<file path="src/rtl/hamming_corrector.sv">
// Serial extended Hamming (16,11) decoder: receives a 16-bit codeword bit by bit,
// corrects single-bit errors, flags double-bit errors and streams out the 11 data bits.
module hamming_corrector (
  input  logic       clk,
  input  logic       rst_n,
  input  logic       datain,
  input  logic       din_valid,
  output logic       din_ready,
  output logic       dataout,
  output logic       dout_valid,
  output logic       dout_last,
  output logic       single_err,
  output logic       double_err,
  output logic [3:0] err_pos
);

  typedef enum logic [1:0] {RECV, CORR, SEND} state_t;

  state_t      state_reg, state_next;
  logic [3:0]  cnt_reg;
  logic [3:0]  syn_reg;
  logic        par_reg;
  logic [15:0] buf_reg;
  logic [3:0]  send_pos;

  // Codeword position of the idx-th data bit (parity lives at 0,1,2,4,8).
  function automatic logic [3:0] data_pos(input logic [3:0] idx);
    case (idx)
      4'd0:    data_pos = 4'd3;
      4'd1:    data_pos = 4'd5;
      4'd2:    data_pos = 4'd6;
      4'd3:    data_pos = 4'd7;
      4'd4:    data_pos = 4'd9;
      4'd5:    data_pos = 4'd10;
      4'd6:    data_pos = 4'd11;
      4'd7:    data_pos = 4'd12;
      4'd8:    data_pos = 4'd13;
      4'd9:    data_pos = 4'd14;
      default: data_pos = 4'd15;
    endcase
  endfunction

  assign send_pos = data_pos(cnt_reg);

  always_ff @(posedge clk or negedge rst_n) begin
    if (!rst_n) state_reg <= RECV;
    else        state_reg <= state_next;
  end

  always_comb begin
    state_next = state_reg;
    case (state_reg)
      RECV:    if (din_valid && cnt_reg == 4'd15) state_next = CORR;
      CORR:    state_next = SEND;
      SEND:    if (cnt_reg == 4'd10) state_next = RECV;
      default: state_next = RECV;
    endcase
  end

  always_comb begin
    din_ready  = (state_reg == RECV);
    dout_valid = (state_reg == SEND);
    dout_last  = (state_reg == SEND) && (cnt_reg == 4'd10);
    dataout    = (state_reg == SEND) ? buf_reg[send_pos] : 1'b0;
  end

  // cnt_reg indexes the codeword in RECV and the data bit in SEND.
  always_ff @(posedge clk or negedge rst_n) begin
    if (!rst_n) begin
      cnt_reg    <= 4'd0;
      syn_reg    <= 4'd0;
      par_reg    <= 1'b0;
      buf_reg    <= 16'd0;
      single_err <= 1'b0;
      double_err <= 1'b0;
      err_pos    <= 4'd0;
    end else begin
      case (state_reg)
        RECV: begin
          if (din_valid) begin
            buf_reg[cnt_reg] <= datain;
            if (datain) syn_reg <= syn_reg ^ cnt_reg;
            par_reg <= par_reg ^ datain;
            cnt_reg <= cnt_reg + 4'd1;
          end
        end
        CORR: begin
          cnt_reg <= 4'd0;
          if (par_reg) begin
            buf_reg[syn_reg] <= ~buf_reg[syn_reg];
            single_err       <= 1'b1;
            double_err       <= 1'b0;
            err_pos          <= syn_reg;
          end else if (syn_reg != 4'd0) begin
            single_err <= 1'b0;
            double_err <= 1'b1;
            err_pos    <= 4'd0;
          end else begin
            single_err <= 1'b0;
            double_err <= 1'b0;
            err_pos    <= 4'd0;
          end
        end
        SEND: begin
          if (cnt_reg == 4'd10) begin
            cnt_reg <= 4'd0;
            syn_reg <= 4'd0;
            par_reg <= 1'b0;
          end else begin
            cnt_reg <= cnt_reg + 4'd1;
          end
        end
        default: cnt_reg <= 4'd0;
      endcase
    end
  end

endmodule

</file>
<file path="config.mk">
export PLATFORM = sky130hd
export DESIGN_NAME = hamming_corrector
export DESIGN_NICKNAME = d
export VERILOG_FILES = /design/src/rtl/hamming_corrector.sv
export SDC_FILE = /design/constraint.sdc
export NUM_CORES = 1
export LEC_CHECK = 0
export CORE_ASPECT_RATIO = 0.6
export CORE_MARGIN = 2
export CORE_UTILIZATION = 30
export CTS_BUF_LIST = sky130_fd_sc_hd__clkbuf_8
export DETAILED_ROUTE_END_ITERATION = 6
export PLACE_DENSITY = 0.42
export SLEW_MARGIN = 0
export SYNTH_ARGS = -nofsm -noshare
export SYNTH_HDL_FRONTEND = slang
export SYNTH_SLANG_ARGS = --single-unit
</file>
<file path="constraint.sdc">
create_clock -name clk -period 3.8 [get_ports clk]
set_clock_uncertainty 0.2 [all_clocks]
set_input_delay 1.14 -clock clk [delete_from_list [all_inputs] [get_ports clk]]
set_output_delay 1.14 -clock clk [all_outputs]
set_load 0.1 [all_outputs]
</file>
Word-level counts from Yosys, hierarchy flattened
Memories as Yosys holds them, arrays and structs flattened.
Cells that the tools add are included.
{"block": "totals", "ff_bits": 33, "romBits": 64, "input_bits": 4, "out_inout_bits": 10, "mem_count": 1}
{"memory": "(no name shown)", "depth": 16, "word_bits": 4, "rd": 1, "rd_clocked_by_memory_dff": 0, "write_ports": 0, "line_no": "28", "source": "case (idx)"}
{"block": "op_classes", "addsub": 1, "order_cmp": 5, "eq_ne": 9, "n_mux": 31, "n_bitwise": 3, "n_reduce_logical": 12}
{"operator": "16-bit bitwise mux", "count": 2}
{"operator": "16-bit two-way mux", "count": 2}
{"operator": "16-bit case mux with 2 select lines", "count": 1}
{"operator": "4-bit two-way mux", "count": 6}
{"operator": "4-bit case mux with 2 select lines", "count": 2}
{"operator": "4-bit by 5-bit < comparator with 1-bit output, second input constant", "count": 3}
{"operator": "1-bit two-way mux", "count": 10}
{"operator": "1-bit binary-select mux with 4-bit select", "count": 2}
{"operator": "1-bit demux with 4-bit select", "count": 2}
{"operator": "4-bit == test, second input constant", "count": 2}
{"operator": "4-bit by 1-bit >= comparator with 1-bit output, second input constant", "count": 2}
{"operator": "2-bit inequality test, second input constant", "count": 3}
{"operator": "2-bit case mux with 3 select lines", "count": 1}
{"operator": "3-bit AND reduction", "count": 2}
{"operator": "4-bit by 1-bit adder with 4-bit output, second input constant", "count": 1}
{"operator": "1-bit logical AND", "count": 4}
{"operator": "2-bit two-way mux", "count": 2}
{"operator": "2-bit by 1-bit inequality test with 1-bit output, second input constant", "count": 2}
{"operator": "4-bit AND reduction", "count": 1}
{"operator": "2-bit nonzero test", "count": 2}
{"operator": "4-bit nonzero test", "count": 1}
{"operator": "4-bit bitwise XOR", "count": 1}
{"operator": "2-bit by 1-bit == test with 1-bit output, second input constant", "count": 1}
{"operator": "2-bit == test, second input constant", "count": 1}
{"operator": "other kinds (5)", "count": 5}

Depth between registers and ports, before layout
{"block": "depth", "word_depth": 7, "mapped_depth": 8, "ltp_nobuf": 7}

Least setup slack after synthesis
Ideal clock, no wire load.
{"block": "synth_timing", "path_kind": "register to output", "start": "reg state_reg[1]", "end": "out dataout", "arrival_time_ns": 3.290, "t_required_ns": 2.460, "path_slack_ns": -0.830, "path_stages_with_launch": 7, "n_path_buf": 1, "path_cell_list": "dfrtp_1 > clkbuf_1 > nand2b_1 > inv_1 > nand3_1 > o22a_1 > a32oi_1"}
{"block": "synth_between", "elab_chain_cells": 2}
{"item": "from (decl)", "line_no": "19", "source": "state_t state_reg, state_next;"}
{"item": "from (signal assigned)", "line_no": "47", "source": "else state_reg <= state_next;"}
{"item": "2-bit == test"}
{"item": "net dout_valid", "line_no": "10", "source": "output logic dout_valid,"}
{"item": "1-bit two-way mux", "line_no": "64", "source": "dataout = (state_reg == SEND) ? buf_reg[send_pos] : 1'b0;"}
{"item": "to (decl)", "line_no": "9", "source": "output logic dataout,"}
The timed path passes the listed nets, and every way through them passes these cells.

Final worst setup path
{"block": "layout_timing", "start": "reg cnt_reg[0]", "end": "out dataout"}
{"block": "layout_between", "elab_chain_cells": 4}
{"item": "from (decl)", "line_no": "20", "source": "logic [3:0] cnt_reg;"}
{"item": "from (signal assigned)", "line_no": "84", "source": "cnt_reg <= cnt_reg + 4'd1;"}
{"item": "from (signal assigned)", "line_no": "110", "source": "cnt_reg <= cnt_reg + 4'd1;"}
{"item": "memory 16 x 4 bit"}
{"item": "1-bit binary-select mux with 4-bit select", "line_no": "64"}
{"item": "1-bit two-way mux (not written as such)", "line_no": "64"}
{"item": "1-bit two-way mux", "line_no": "64"}
No other way between the ends. The select of a mux whose other input is x is not followed.

==> impl_results.md <==
- Outcome: finished clean
- Clk slew on worst S/H paths: 0.08 ns
- Top delay family on crit path: buffers and inverters
- HPWL reported at the end of detailed placement: 5.36 mm
- Share of the cycle needed by the critical path after routing: 98.5%
- Highest clock frequency the design can meet: 0.267 GHz
- Effective utilization at floorplan: 31.0%
- Share of flip-flops with an asynchronous set or reset after synthesis: 100%
- Antenna diode instance count: 0
- P per Cell Area: 970 nW/µm²
- Clock latency on the worst-skew pair: 0.30 ns
- Main combinational cell family by area after synthesis: compound AO/OA/AOI/OAI gates
- Min Clock Period, post-route: 3.74 ns
- Slowest CP cell: sky130_fd_sc_hd__dfrtp_2
- Via count: 2079
- Startpoint kind of the worst setup timing path: flop
- Total non-filler cell area in the finished layout: 2730 µm²
- Worst-Margin Slew: 0.555 ns
- Relative area change from synthesis to final layout: 21.2%
- Cell at the root of the clock tree: sky130_fd_sc_hd__clkbuf_8
- All-layer global routing usage: 19.0%
- Number of max-capacitance violations reported: 0
- Min-Delay Path Class: reg2reg
- Count of port buffers added during placement: 13
- Utilization of the core after routing: 37.6%
- Number of core rows: 24
- Vias in the first global route: 2064
- Most common cell after layout, fill and taps aside: sky130_fd_sc_hd__dfrtp_1
- Cell area after technology mapping: 2250 µm²
- Relative slew slack: 63.0%
- First-pass GRT wire length: 11.7 mm
- Detail Route Antenna Nets: 0
- Cell breakdown of the critical path: buf_6, ha_2, mux2i_1, o21ai_2, buf_4, mux2_2, nand3_2, a32oi_4, buf_12
- Number of cells in the finished layout apart from fillers: 386
- Yosys warning count: 0
- EDFF count, synth: 0
- Sinks on Clock Net: 33
- Largest net degree at the start of global routing: 34
- Total Die Area: 8240 µm²
- Setup crit end kind: output pin
- Synthesized-area fraction occupied by ao, oa, aoi and oai cells: 22.4%
- Final net count: 290
- Core footprint: 7270 µm²
- Multiplexer share of the synthesized area: 9.55%
- Worst Path Required: 2.46 ns
- Layout cells sized above 1: 18.1%
- Remaining routing DRC violations: 0
- Vias per cell: 5.39
- Commonest cells after routing, fill and taps aside: sky130_fd_sc_hd__dfrtp_1, sky130_fd_sc_hd__nor2_1, sky130_fd_sc_hd__nand2_1, sky130_fd_sc_hd__buf_4, sky130_fd_sc_hd__o21ai_1
- Post-synthesis share of cell area spent on full adders, half adders and majority gates: 2.78%
- Area after DPL: 2560 µm²
- Detailed Route WL: 7.23 mm
- Sequential fraction of the synthesis area: 36.6%
- Antenna violations before repair: 0
- Total gr overflow: 0
- Count of pins on the block boundary: 14
- Flip-flop count of the largest register after layout: 16
- Endpoints failing setup: 0
- Total power: 0.00265 W
- Mapped Nets: 273
- # fillers: 787
- Buffer levels on the longest clock path: 2
- Leakage dissipation: 1.08 nW
- Number of hold buffers added after CTS: 0
- CTS Buf Count: 5
- Highest net fanout along the worst path: 7
- Number of detailed-routing iterations run before antenna repair: 7
- Number of pins exceeding their max-slew limit in the final report: 0
- Horizontal die dimension: 116 µm
- Gate count after technology mapping: 264
- Average detailed-routed wire length per instance: 18.7 µm
- Number of flip-flops and latches in the synthesized netlist: 33
- Leading register cell type out of synthesis: sky130_fd_sc_hd__dfrtp_1
- Post-Synth XOR/XNOR Area: 2.72%
- Placed cells: 376
- Simple logic cell fraction of the synthesized area: 21.4%
- Final RePlAce weighted congestion: 0.840
- Arrival time at the worst endpoint: 2.40 ns
- Number of buffer and inverter instances along the worst setup path: 3
- Mean area per synthesized cell: 8.54 µm²
- Worst Hold Margin: 0.290 ns
- Clock tree from TritonCTS: done
- Post-synth cell types: 45
- Critical path's largest stage delay: 0.45 ns
- Height of the chip: 71.1 µm
- Critical Setup Path Class: reg2out
- H-tree level count: 2
- Total count of hold-check failures in the final report: 0
- Peak supply drop: 0.400 mV
- Starting DRC count in detailed routing: 182
-- routing by layer --
metal	track usage, %	part of all wire [%]
met1	31.8	53
met3	5.23	8.6
met5	0	0
met4	5.29	1.3
met2	22.5	37
-- worst reg2reg max path, delay by kind of cell, from the launching register on --
kind | cells | cell delay (ns)
AOI/OAI and AO/OA | 2 | 0.46
DFF | 1 | 0.70
muxes | 2 | 0.90
and+or+nand+nor | 1 | 0.17
-- synth_stat cells (all sizes together) (2+ instances only) --
master / instances / area share (%)
a21oi: 18 / 4.0
a22oi: 6 / 2.0
a32oi: 4 / 1.6
a41oi: 2 / 0.78
buf: 6 / 1.3
clkbuf: 13 / 2.2
dfrtp: 33 / 37
ha: 5 / 2.8
inv: 6 / 1.0
mux2: 6 / 3.0
mux2i: 5 / 2.2
mux4: 4 / 4.3
nand2: 29 / 4.8
nand2b: 11 / 3.1
nand3: 6 / 1.3
nand3b: 2 / 0.67
nand4b: 2 / 0.78
nor2: 31 / 5.2
nor2b: 5 / 1.4
nor3: 6 / 1.3
nor4: 2 / 0.56
o21ai: 29 / 6.4
o22a: 2 / 0.78
o22ai: 3 / 0.83
o31ai: 3 / 1.2
o32a: 6 / 2.7
xor2: 6 / 2.3
-- stage by stage --
stage | worst slack, ns | setup TNS, ns
global placement | 0.294 | 0
finish | 0.0563 | 0
floorplan | 0.0501 | 0
CTS | 0.0151 | 0
global route | -0.0231 | -0.0231
detailed placement | 0.276 | 0
-- report_power, final --
| group | total [W] | switching [W] | internal, W |
|---|---|---|---|
| logic | 0.00150 | 0.000938 | 0.000566 |
| clock network | 0.000355 | 0.000144 | 0.000211 |
| registers | 0.000791 | 0.000285 | 0.000506 |
-- path summary, 6_finish.rpt --
kind | start | to | slack [ns] | depth (start not counted)
max | cnt_reg[0] | dataout | 0.06 | 9
min | err_pos[1] | err_pos[1] | 0.29 | 2
max reg2reg | syn_reg[0] | buf_reg[8] | 1.27 | 5
max in group asynchronous | rst_n | cnt_reg[0] | 2.01 | 2
min reg2reg | err_pos[1] | err_pos[1] | 0.29 | 2
min in group asynchronous | rst_n | err_pos[0] | 1.05 | 2
-- final cells by class --
| class | instances | area [µm²] | share of cell area [%] |
|---|---|---|---|
| clock buffers | 6 | 82.6 | 3.02 |
| clock inverters | 2 | 33.8 | 1.24 |
| inverters | 6 | 22.5 | 0.825 |
| multi-input cells | 206 | 1380 | 50.6 |
| flip-flops and latches | 33 | 827 | 30.3 |
| well taps | 104 | 130 | 4.76 |
| repair buffers | 29 | 254 | 9.30 |
-- cells by family (layout without fill, tap and decap cells) --
logic type,count (synthesis),in the layout
multiplexers,15,15
adder cells (fa/ha/maj),5,5
AND/OR/NAND/NOR,100,100
XOR/XNOR,7,7
AO/OA/AOI/OAI,79,79
flip-flops,33,33
buffers and inverters,25,43
-- repair_timing --
action / CTS / global route
resized for setup: 2 / 8
cloned: 0 / 0
buffers inserted: 2 / 0
pin swaps: 0 / 1
setup endpoints to repair: 1 / 1
Note: power is estimated with default switching activity, not from simulation.
